**config.mk**
```make
export PLATFORM = sky130hd
export DESIGN_NAME = decode_stage
export DESIGN_NICKNAME = d
export VERILOG_FILES = /design/src/rtl/decode_stage.sv
export SDC_FILE = /design/constraint.sdc
export NUM_CORES = 1
export LEC_CHECK = 0
export CORE_MARGIN = 2
export CORE_UTILIZATION = 29
export CTS_CLUSTER_SIZE = 30
export DETAILED_ROUTE_END_ITERATION = 16
export PLACE_DENSITY = 0.65
export SKIP_LAST_GASP = 1
export SLEW_MARGIN = 40
export SYNTH_ARGS = -nofsm -noshare
export SYNTH_HDL_FRONTEND = slang
export SYNTH_SLANG_ARGS = --single-unit
```
**constraint.sdc**
```tcl
create_clock -name clk -period 2.8 [get_ports clk]
set_input_delay 0.28 -clock clk [delete_from_list [all_inputs] [get_ports clk]]
set_output_delay 0.28 -clock clk [all_outputs]
set_load 0.02 [all_outputs]
```
**src/rtl/decode_stage.sv**
```systemverilog
// MIPS decode stage: instruction word to registered control bundle, 1-cycle latency.
// Backpressure: valid/ready on both sides; bundle held while !out_ready, input stalled on load-use hazard.
module decode_stage #(
    parameter int         XLEN         = 32,
    parameter int         STALL_CYCLES = 1,
    parameter logic [4:0] RA_REG       = 5'd31
) (
    input  logic            clk,
    input  logic            reset,
    input  logic            in_valid,
    output logic            in_ready,
    input  logic [31:0]     in_instr,
    input  logic [XLEN-1:0] in_pc,
    input  logic            flush,
    output logic            out_valid,
    input  logic            out_ready,
    output logic [XLEN-1:0] out_pc,
    output logic [4:0]      out_rs,
    output logic [4:0]      out_rt,
    output logic [4:0]      out_wreg,
    output logic [XLEN-1:0] out_imm,
    output logic            out_regwr,
    output logic            out_memwr,
    output logic            out_memtoreg,
    output logic            out_branch,
    output logic            out_invzero,
    output logic            out_jump,
    output logic            out_jumpreg,
    output logic [1:0]      out_alusrc,
    output logic [2:0]      out_aluctl,
    output logic            out_illegal
);
    localparam logic [5:0] OP_RTYPE = 6'h00, OP_J   = 6'h02, OP_JAL = 6'h03, OP_BEQ = 6'h04;
    localparam logic [5:0] OP_BNE   = 6'h05, OP_ADDI = 6'h08, OP_ADDIU = 6'h09;
    localparam logic [5:0] OP_LW    = 6'h23, OP_SW  = 6'h2B;
    localparam logic [5:0] FN_JR  = 6'h08, FN_ADD = 6'h20, FN_ADDU = 6'h21, FN_SUB = 6'h22, FN_SLT = 6'h2A;
    localparam logic [1:0] SRC_IMM = 2'b00, SRC_PC = 2'b01, SRC_DB = 2'b10;
    localparam logic [2:0] ALU_ADD = 3'd0, ALU_SUB = 3'd1, ALU_SLT = 3'd3;
    localparam int CW = (STALL_CYCLES < 1) ? 1 : $clog2(STALL_CYCLES + 1);
    localparam logic [CW-1:0] STALL_INIT = CW'(STALL_CYCLES);

    typedef struct packed {
        logic [XLEN-1:0] pc;
        logic [4:0]      rs;
        logic [4:0]      rt;
        logic [4:0]      wreg;
        logic [XLEN-1:0] imm;
        logic            regwr;
        logic            memwr;
        logic            memtoreg;
        logic            branch;
        logic            invzero;
        logic            jump;
        logic            jumpreg;
        logic [1:0]      alusrc;
        logic [2:0]      aluctl;
        logic            illegal;
    } bundle_t;

    bundle_t         dec;
    bundle_t         held;
    logic            reads_rs;
    logic            reads_rt;
    logic            hazard;
    logic            accept;
    logic            xfer;
    logic [CW-1:0]   cnt;
    logic [4:0]      ld_dest;
    logic [5:0]      opcode;
    logic [5:0]      funct;

    assign opcode = in_instr[31:26];
    assign funct  = in_instr[5:0];

    always_comb begin
        dec          = '0;
        dec.pc       = in_pc;
        dec.rs       = in_instr[25:21];
        dec.rt       = in_instr[20:16];
        dec.imm      = {{(XLEN-16){in_instr[15]}}, in_instr[15:0]};
        reads_rs     = 1'b0;
        reads_rt     = 1'b0;
        case (opcode)
            OP_RTYPE: begin
                case (funct)
                    FN_ADDU, FN_ADD, FN_SUB, FN_SLT: begin
                        dec.wreg   = in_instr[15:11];
                        dec.regwr  = 1'b1;
                        dec.alusrc = SRC_DB;
                        dec.aluctl = (funct == FN_SUB) ? ALU_SUB :
                                     (funct == FN_SLT) ? ALU_SLT : ALU_ADD;
                        reads_rs   = 1'b1;
                        reads_rt   = 1'b1;
                    end
                    FN_JR: begin
                        dec.jumpreg = 1'b1;
                        reads_rs    = 1'b1;
                    end
                    default: dec.illegal = 1'b1;
                endcase
            end
            OP_ADDI, OP_ADDIU, OP_LW: begin
                dec.wreg     = in_instr[20:16];
                dec.regwr    = 1'b1;
                dec.memtoreg = (opcode == OP_LW);
                dec.alusrc   = SRC_IMM;
                dec.aluctl   = ALU_ADD;
                reads_rs     = 1'b1;
            end
            OP_SW: begin
                dec.memwr  = 1'b1;
                dec.alusrc = SRC_IMM;
                dec.aluctl = ALU_ADD;
                reads_rs   = 1'b1;
                reads_rt   = 1'b1;
            end
            OP_BEQ, OP_BNE: begin
                dec.branch  = 1'b1;
                dec.invzero = (opcode == OP_BNE);
                dec.alusrc  = SRC_DB;
                dec.aluctl  = ALU_SUB;
                reads_rs    = 1'b1;
                reads_rt    = 1'b1;
            end
            OP_J, OP_JAL: begin
                dec.jump = 1'b1;
                dec.imm  = XLEN'({in_instr[25:0], 2'b00});
                if (opcode == OP_JAL) begin
                    dec.regwr  = 1'b1;
                    dec.wreg   = RA_REG;
                    dec.alusrc = SRC_PC;
                end
            end
            default: dec.illegal = 1'b1;
        endcase
    end

    // ld_dest is only loaded with a nonzero register, so $0 never matches a live load
    assign hazard = (STALL_CYCLES != 0) && (cnt != '0) && (ld_dest != 5'd0) &&
                    ((reads_rs && (dec.rs == ld_dest)) || (reads_rt && (dec.rt == ld_dest)));

    assign in_ready = !reset && (flush || ((!out_valid || out_ready) && !hazard));
    assign accept   = in_valid && in_ready;
    assign xfer     = out_valid && out_ready;

    always_ff @(posedge clk) begin
        if (reset) begin
            out_valid <= 1'b0;
            held      <= '0;
            cnt       <= '0;
            ld_dest   <= 5'd0;
        end else begin
            if (flush) begin
                out_valid <= 1'b0;
            end else if (accept) begin
                out_valid <= 1'b1;
                held      <= dec;
            end else if (xfer) begin
                out_valid <= 1'b0;
            end

            if (flush) begin
                cnt <= '0;
            end else if (xfer && held.memtoreg && (held.wreg != 5'd0)) begin
                ld_dest <= held.wreg;
                cnt     <= STALL_INIT;
            end else if (cnt != '0) begin
                cnt <= cnt - 1'b1;
            end
        end
    end

    assign out_pc       = held.pc;
    assign out_rs       = held.rs;
    assign out_rt       = held.rt;
    assign out_wreg     = held.wreg;
    assign out_imm      = held.imm;
    assign out_regwr    = held.regwr;
    assign out_memwr    = held.memwr;
    assign out_memtoreg = held.memtoreg;
    assign out_branch   = held.branch;
    assign out_invzero  = held.invzero;
    assign out_jump     = held.jump;
    assign out_jumpreg  = held.jumpreg;
    assign out_alusrc   = held.alusrc;
    assign out_aluctl   = held.aluctl;
    assign out_illegal  = held.illegal;
endmodule

```
Word level (Yosys, flattened, before mapping)
Index checks and enable logic that the tools add are counted.

word-level totals
  output and inout bits = 94
  logic and storage cells = 94
  register bits after elaboration = 99

cells by class
  equal/unequal tests = 15
  mux-type cells = 28
  add/subtract/negate cells = 1
  reductions and logical operators = 31
  bitwise gates (word level) = 1

operator list
  kind                number
  $eq 6x6->1 const B  6
  $mux 32             1
  $eq 6x4->1 const B  3
  $mux 5              3
  $pmux 5 s3          1
  $mux 1              14
  $eq 6x2->1 const B  2
  $eq 6x3->1 const B  2
  $eq 5x5->1          2
  $logic_and 1x1->1   10
  $reduce_bool 5->1   2
  $reduce_or 8->1     1
  $logic_not 6->1     1
  $mux 2              3
  $pmux 1 s2          3
  $pmux 2 s3          1
  $pmux 3 s2          1
  $reduce_or 2->1     3
  $reduce_or 3->1     2
  $reduce_or 6->1     1
  $reduce_or 5->1     1
  $reduce_and 2->1    2
  $reduce_or 4->1     1
  $logic_not 1->1     3
  other kinds (5)     7

Logic depth before layout (Yosys ltp)
  word-level depth = 13
  mapped depth = 9
  depth with buffers taken out = 6

Worst setup path before layout
OpenSTA, ideal clock, no wires.

  path kind = input -> output
  from = in in_instr[31]
  to = out in_ready
  arrival = 2.106 ns
  stages on the path = 9
  slack = 0.414 ns
  required time = 2.520 ns
  cells stage by stage = buf_2 -> or3b_4 -> a21o_1 -> a2111oi_4 -> o221ai_2 -> buf_2 -> buf_2 -> a21oi_1 -> nor2_1

between the ends
  word-level cells in the longest chain between the ends = 10
  elaborated cells on any way between the ends = 19
  those cells by class = 6 x eq/ne; 2 x mux; 11 x reduce/logical

ends and longest elaborated chain
  item                                                                 RTL line  text
  from (decl)                                                          12        input logic [31:0] in_instr,
  $eq 6x6->1, or another cell as far along                             83        case (opcode)
  $reduce_or 6->1 (no source line) or $reduce_or 3->1 (tied branches)  -
  $pmux 1 s2                                                           83
  $logic_and 1x1->1                                                    140       ((reads_rs && (dec.rs == ld_dest)) || (reads_rt && (dec.rt == ld_dest)));
  $logic_or 1x1->1 *                                                   140
  $logic_and 1x1->1 *                                                  139       assign hazard = (STALL_CYCLES != 0) && (cnt != '0) && (ld_dest != 5'd0) &&
  $logic_not 1->1 *                                                    142       assign in_ready = !reset && (flush || ((!out_valid || out_ready) && !hazard));
  $logic_and 1x1->1 *                                                  142
  $logic_or 1x1->1 *                                                   142
  $logic_and 1x1->1 *                                                  142
  to (decl)                                                            11        output logic in_ready,

Mark *: on every way between the ends. The rest lies on a longest branch, timed or not.

Worst setup path after layout
  from = in in_instr[0]
  to = out in_ready

between the ends
  word-level cells in the longest chain between the ends = 11
  elaborated cells on any way between the ends = 19
  those cells by class = 5 x eq/ne; 4 x mux; 10 x reduce/logical

ends and longest elaborated chain
  item                                                                 RTL line  text
  $eq 6x6->1 or $eq 6x4->1 (tied branches)                             85        case (funct)
  $reduce_or 5->1 (no source line) or $reduce_or 4->1 (tied branches)  -
  $mux 1                                                               85
  $pmux 1 s2                                                           83
  $logic_and 1x1->1                                                    140
  $logic_or 1x1->1 *                                                   140
  $logic_and 1x1->1 *                                                  139
  $logic_not 1->1 *                                                    142
  $logic_and 1x1->1 *                                                  142
  $logic_or 1x1->1 *                                                   142
  $logic_and 1x1->1 *                                                  142

Marked as above.

==> key figures <==
Outcome
  – Status: finished clean

Run
  – Max-cap viol count: 0

GRT
  – Vias in the first global route: ~4600
  – Gr usage total: between 10% and 20%
  – Largest net degree at the start of global routing: just over 60
  – GRT Residual Overflow: 0
  – Initial antenna violation count: 0
  – First-pass GRT wire length: between 20000 and 25000 um

Clock network
  – Max H-tree Level: 3
  – Clk sink count: 95
  – CTS tree: done
  – Hold_buf cts: 0
  – Clock buffer depth: 2
  – Clk pin slew, worst setup/hold paths: around 0.070 ns
  – CTS root buf: clkbuf_16
  – CTS Buf Count: 9
  – Later-pin clock latency in the skew report: 0.35 ns

Yosys
  – Synth Warn #: 0
  – Leading area contributor after synthesis: dfxtp_1
  – Syn Area/Cell: around 8.6 um^2
  – Post-synth top flop: dfxtp_1
  – Mapped Area: about 4400 um^2
  – Top cell type's share of synthesized area: 43.2%
  – Post-synth EDFFs: 0
  – Syn Inst Count: 510
  – Syn nets: between 500 and 600
  – Asr flop ratio synth: 0%
  – #FFs+latches synth: between 90 and 100
  – Post-synthesis cell type count: 50
  – Post-synthesis sequential area ratio: about 43%
  – Synth top area cells: dfxtp_1, a21oi_1, o21ai_0

Setup path
  – Reg2reg path depth: 7
  – RR Endpoint: out_imm[24]$_SDFFE_PP0P_
  – CP max stage delay: just under 0.5 ns
  – Setup slack, reg-to-reg: approximately 0.38 ns
  – Crit end category: output pin
  – Worst-path fanout max: 2
  – CP most frequent cell: buf_4
  – Slowest CP cell: a2111oi_4
  – Req. time, crit path: approximately 2.5 ns
  – CP Launch Type: input port
  – Critical path cell sequence: clkdlybuf4s50_1 > nor4b_2 > buf_4 > nand4_1 > a2111oi_4 > o221ai_4 > a21oi_2 > nor2_1 > buf_4
  – Critical Path AT: about 2.4 ns
  – CP Class: input port to output pin
  – FF-to-FF Start: ld_dest[0]$_SDFFE_PP0P_

Layout
  – Layout cells sized above 1: 16.1%
  – Layout Nets: about 750
  – Register area: roughly 1900 um^2
  – Fin area: around 6800 um^2
  – # fillers: 1439
  – # diodes: 0
  – Area grow syn2layout: 54.5%
  – Final Util: between 40% and 50%
  – Leading cell type in the layout, fill and taps excluded: clkdlybuf4s50_1
  – Footprint of the multi-input gates: 2250 um^2
  – Commonest non-fill, non-tap cells in the layout: clkdlybuf4s50_1, a21oi_1, dfxtp_1, o21ai_0, buf_4

Min path
  – WHS Endpoint: out_valid$_SDFFE_PP0P_
  – HP Start: reset
  – Worst Hold Depth: 3
  – Hold Crit Class: input port to register

Placement
  – Placement Cell Area: between 6000 and 7000 um^2
  – Routability cong.: ~0.83
  – Final HPWL from detailed placement: roughly 11000 um
  – Number of port buffers: around 160

Timing
  – Final Cycle Share: 96.0%
  – Max Freq: between 300 and 400 MHz
  – Hold Fails Final Rpt: 0
  – Final min period: 2.69 ns
  – Final-report setup violation count: 0
  – Worst-Margin Slew: about 0.64 ns
  – Unrepaired setup endpoints after global routing: yes
  – Slew margin rel.: 57.0%
  – Slew Viols, Final: 0
  – Clock Skews: 0.00703 ns

Route
  – Via/cell ratio: roughly 5.2
  – Post-route DRC: 0
  – DRT antenna net count: 0
  – DRT Pass-1 Iters: 5
  – WL/cell: 17.0 um
  – Initial DRC Count: around 240
  – Detailed-route wire length: between 10000 and 15000 um
  – Via count: 4538

Floorplan
  – Effective utilization at floorplan: roughly 30%
  – Area of the core: between 15000 and 20000 um^2
  – I/O pin cnt: ~160
  – Die Ht: approximately 130 um
  – DIE AREA: 16200 um^2
  – Row count: 45
  – Die width: between 100 and 150 um

Pwr
  – PwrDens: ~470 nW/um^2
  – Power Total: about 3.2 mW
  – Worst vdd ir: around 330 uV
  – Static leakage: ~2.3 nW
area by class of cell:
class                      instances  area share (%)
timing repair buffer             220            30.9
multi-input combinational        358            33.1
sequential                        95            28.0
tap                              188            3.46
clock buffer                      10            3.51
inverter                           1          0.0552
clock inverter                     6           0.994
cells by family after synthesis:
family          count (synthesis)  share of synthesized area (%)
xor+xnor                       10                           1.99
compound gates                206                           29.2
buf+inv                        57                           6.54
flops                          95                           43.2
simple gates                  124                           15.0
mux                            17                           3.98
other cells                     1                         0.0852
what timing repair did:
action | in CTS | in global routing
pin swaps | 1 | 2
setup endpoints to repair | 1 | 1
resized for setup | 6 | 4
setup buffers | 1 | 0
power breakdown:
part	internal, mW	switching, mW
Sequential	1.39	0.0234
Clock	0.720	0.539
Combinational	0.259	0.251
worst max path at each step:
stage | startpoint | end | slack (ns) | cells after the start
after detailed placement | in_instr[5] | in_ready | -0.37 | 9
after global placement | in_instr[5] | in_ready | -0.34 | 9
after floorplan | in_instr[31] | in_ready | 0.41 | 9
after global routing | in_instr[0] | in_ready | -0.03 | 9
after CTS | in_instr[29] | in_ready | 0.02 | 8
final | in_instr[0] | in_ready | 0.11 | 9
worst max-delay path, delay by kind of cell:
kind,cells,cell delay (ns)
AO/OA/AOI/OAI,3,0.81
buffers and inverters,3,0.79
AND/OR/NAND/NOR,3,0.53
sequential cells by signal (all words and copies together), names as in the netlist, 2 cells and up:
| signal | flops |
|---|---|
| out_rt | 5 |
| out_rs | 5 |
| out_alusrc | 2 |
| out_wreg | 5 |
| out_aluctl | 2 |
| ld_dest | 5 |
| out_pc | 32 |
| out_imm | 29 |
synth_stat cells, types with 2 or more instances:
cell type / n
a21oi_1: 96
dfxtp_1: 95
o21ai_0: 62
nand3_1: 56
clkbuf_1: 30
nand2_1: 19
a211oi_2: 17
mux2i_1: 13
nor2b_1: 12
buf_4: 9
a211oi_1: 8
nor2_1: 7
buf_2: 6
nor3_1: 6
xnor2_1: 6
a22oi_1: 5
buf_1: 5
nand2b_1: 5
buf_6: 4
mux2_2: 4
o211ai_1: 4
xor2_1: 4
nor4_1: 3
clkbuf_2: 2
nand3b_1: 2
nand4_1: 2
nor3b_1: 2
nor4b_1: 2
o31ai_1: 2
or4_1: 2
metal layers:
metal	GRT usage, %	vias up	wire [um]
met5	0	-	0
met4	6.92	0	350
met3	3.39	24	614
met2	31.6	113	7210
met1	23.6	2193	6790
li1	-	2208	-
per-stage QoR:
stage | setup WS (ns) | cells | TNS [ns] | hold WS (ns)
floorplan | 0.414 | 510 | 0 | 0.427
global placement | -0.338 | 860 | -11.58 | 0.452
detailed placement | -0.368 | 860 | -17.28 | 0.464
CTS | 0.0156 | 877 | 0 | 0.258
global route | -0.0326 | 878 | -0.0326 | 0.278
finish | 0.111 | 878 | 0 | 0.270
Power figures use the tool's default switching activity.
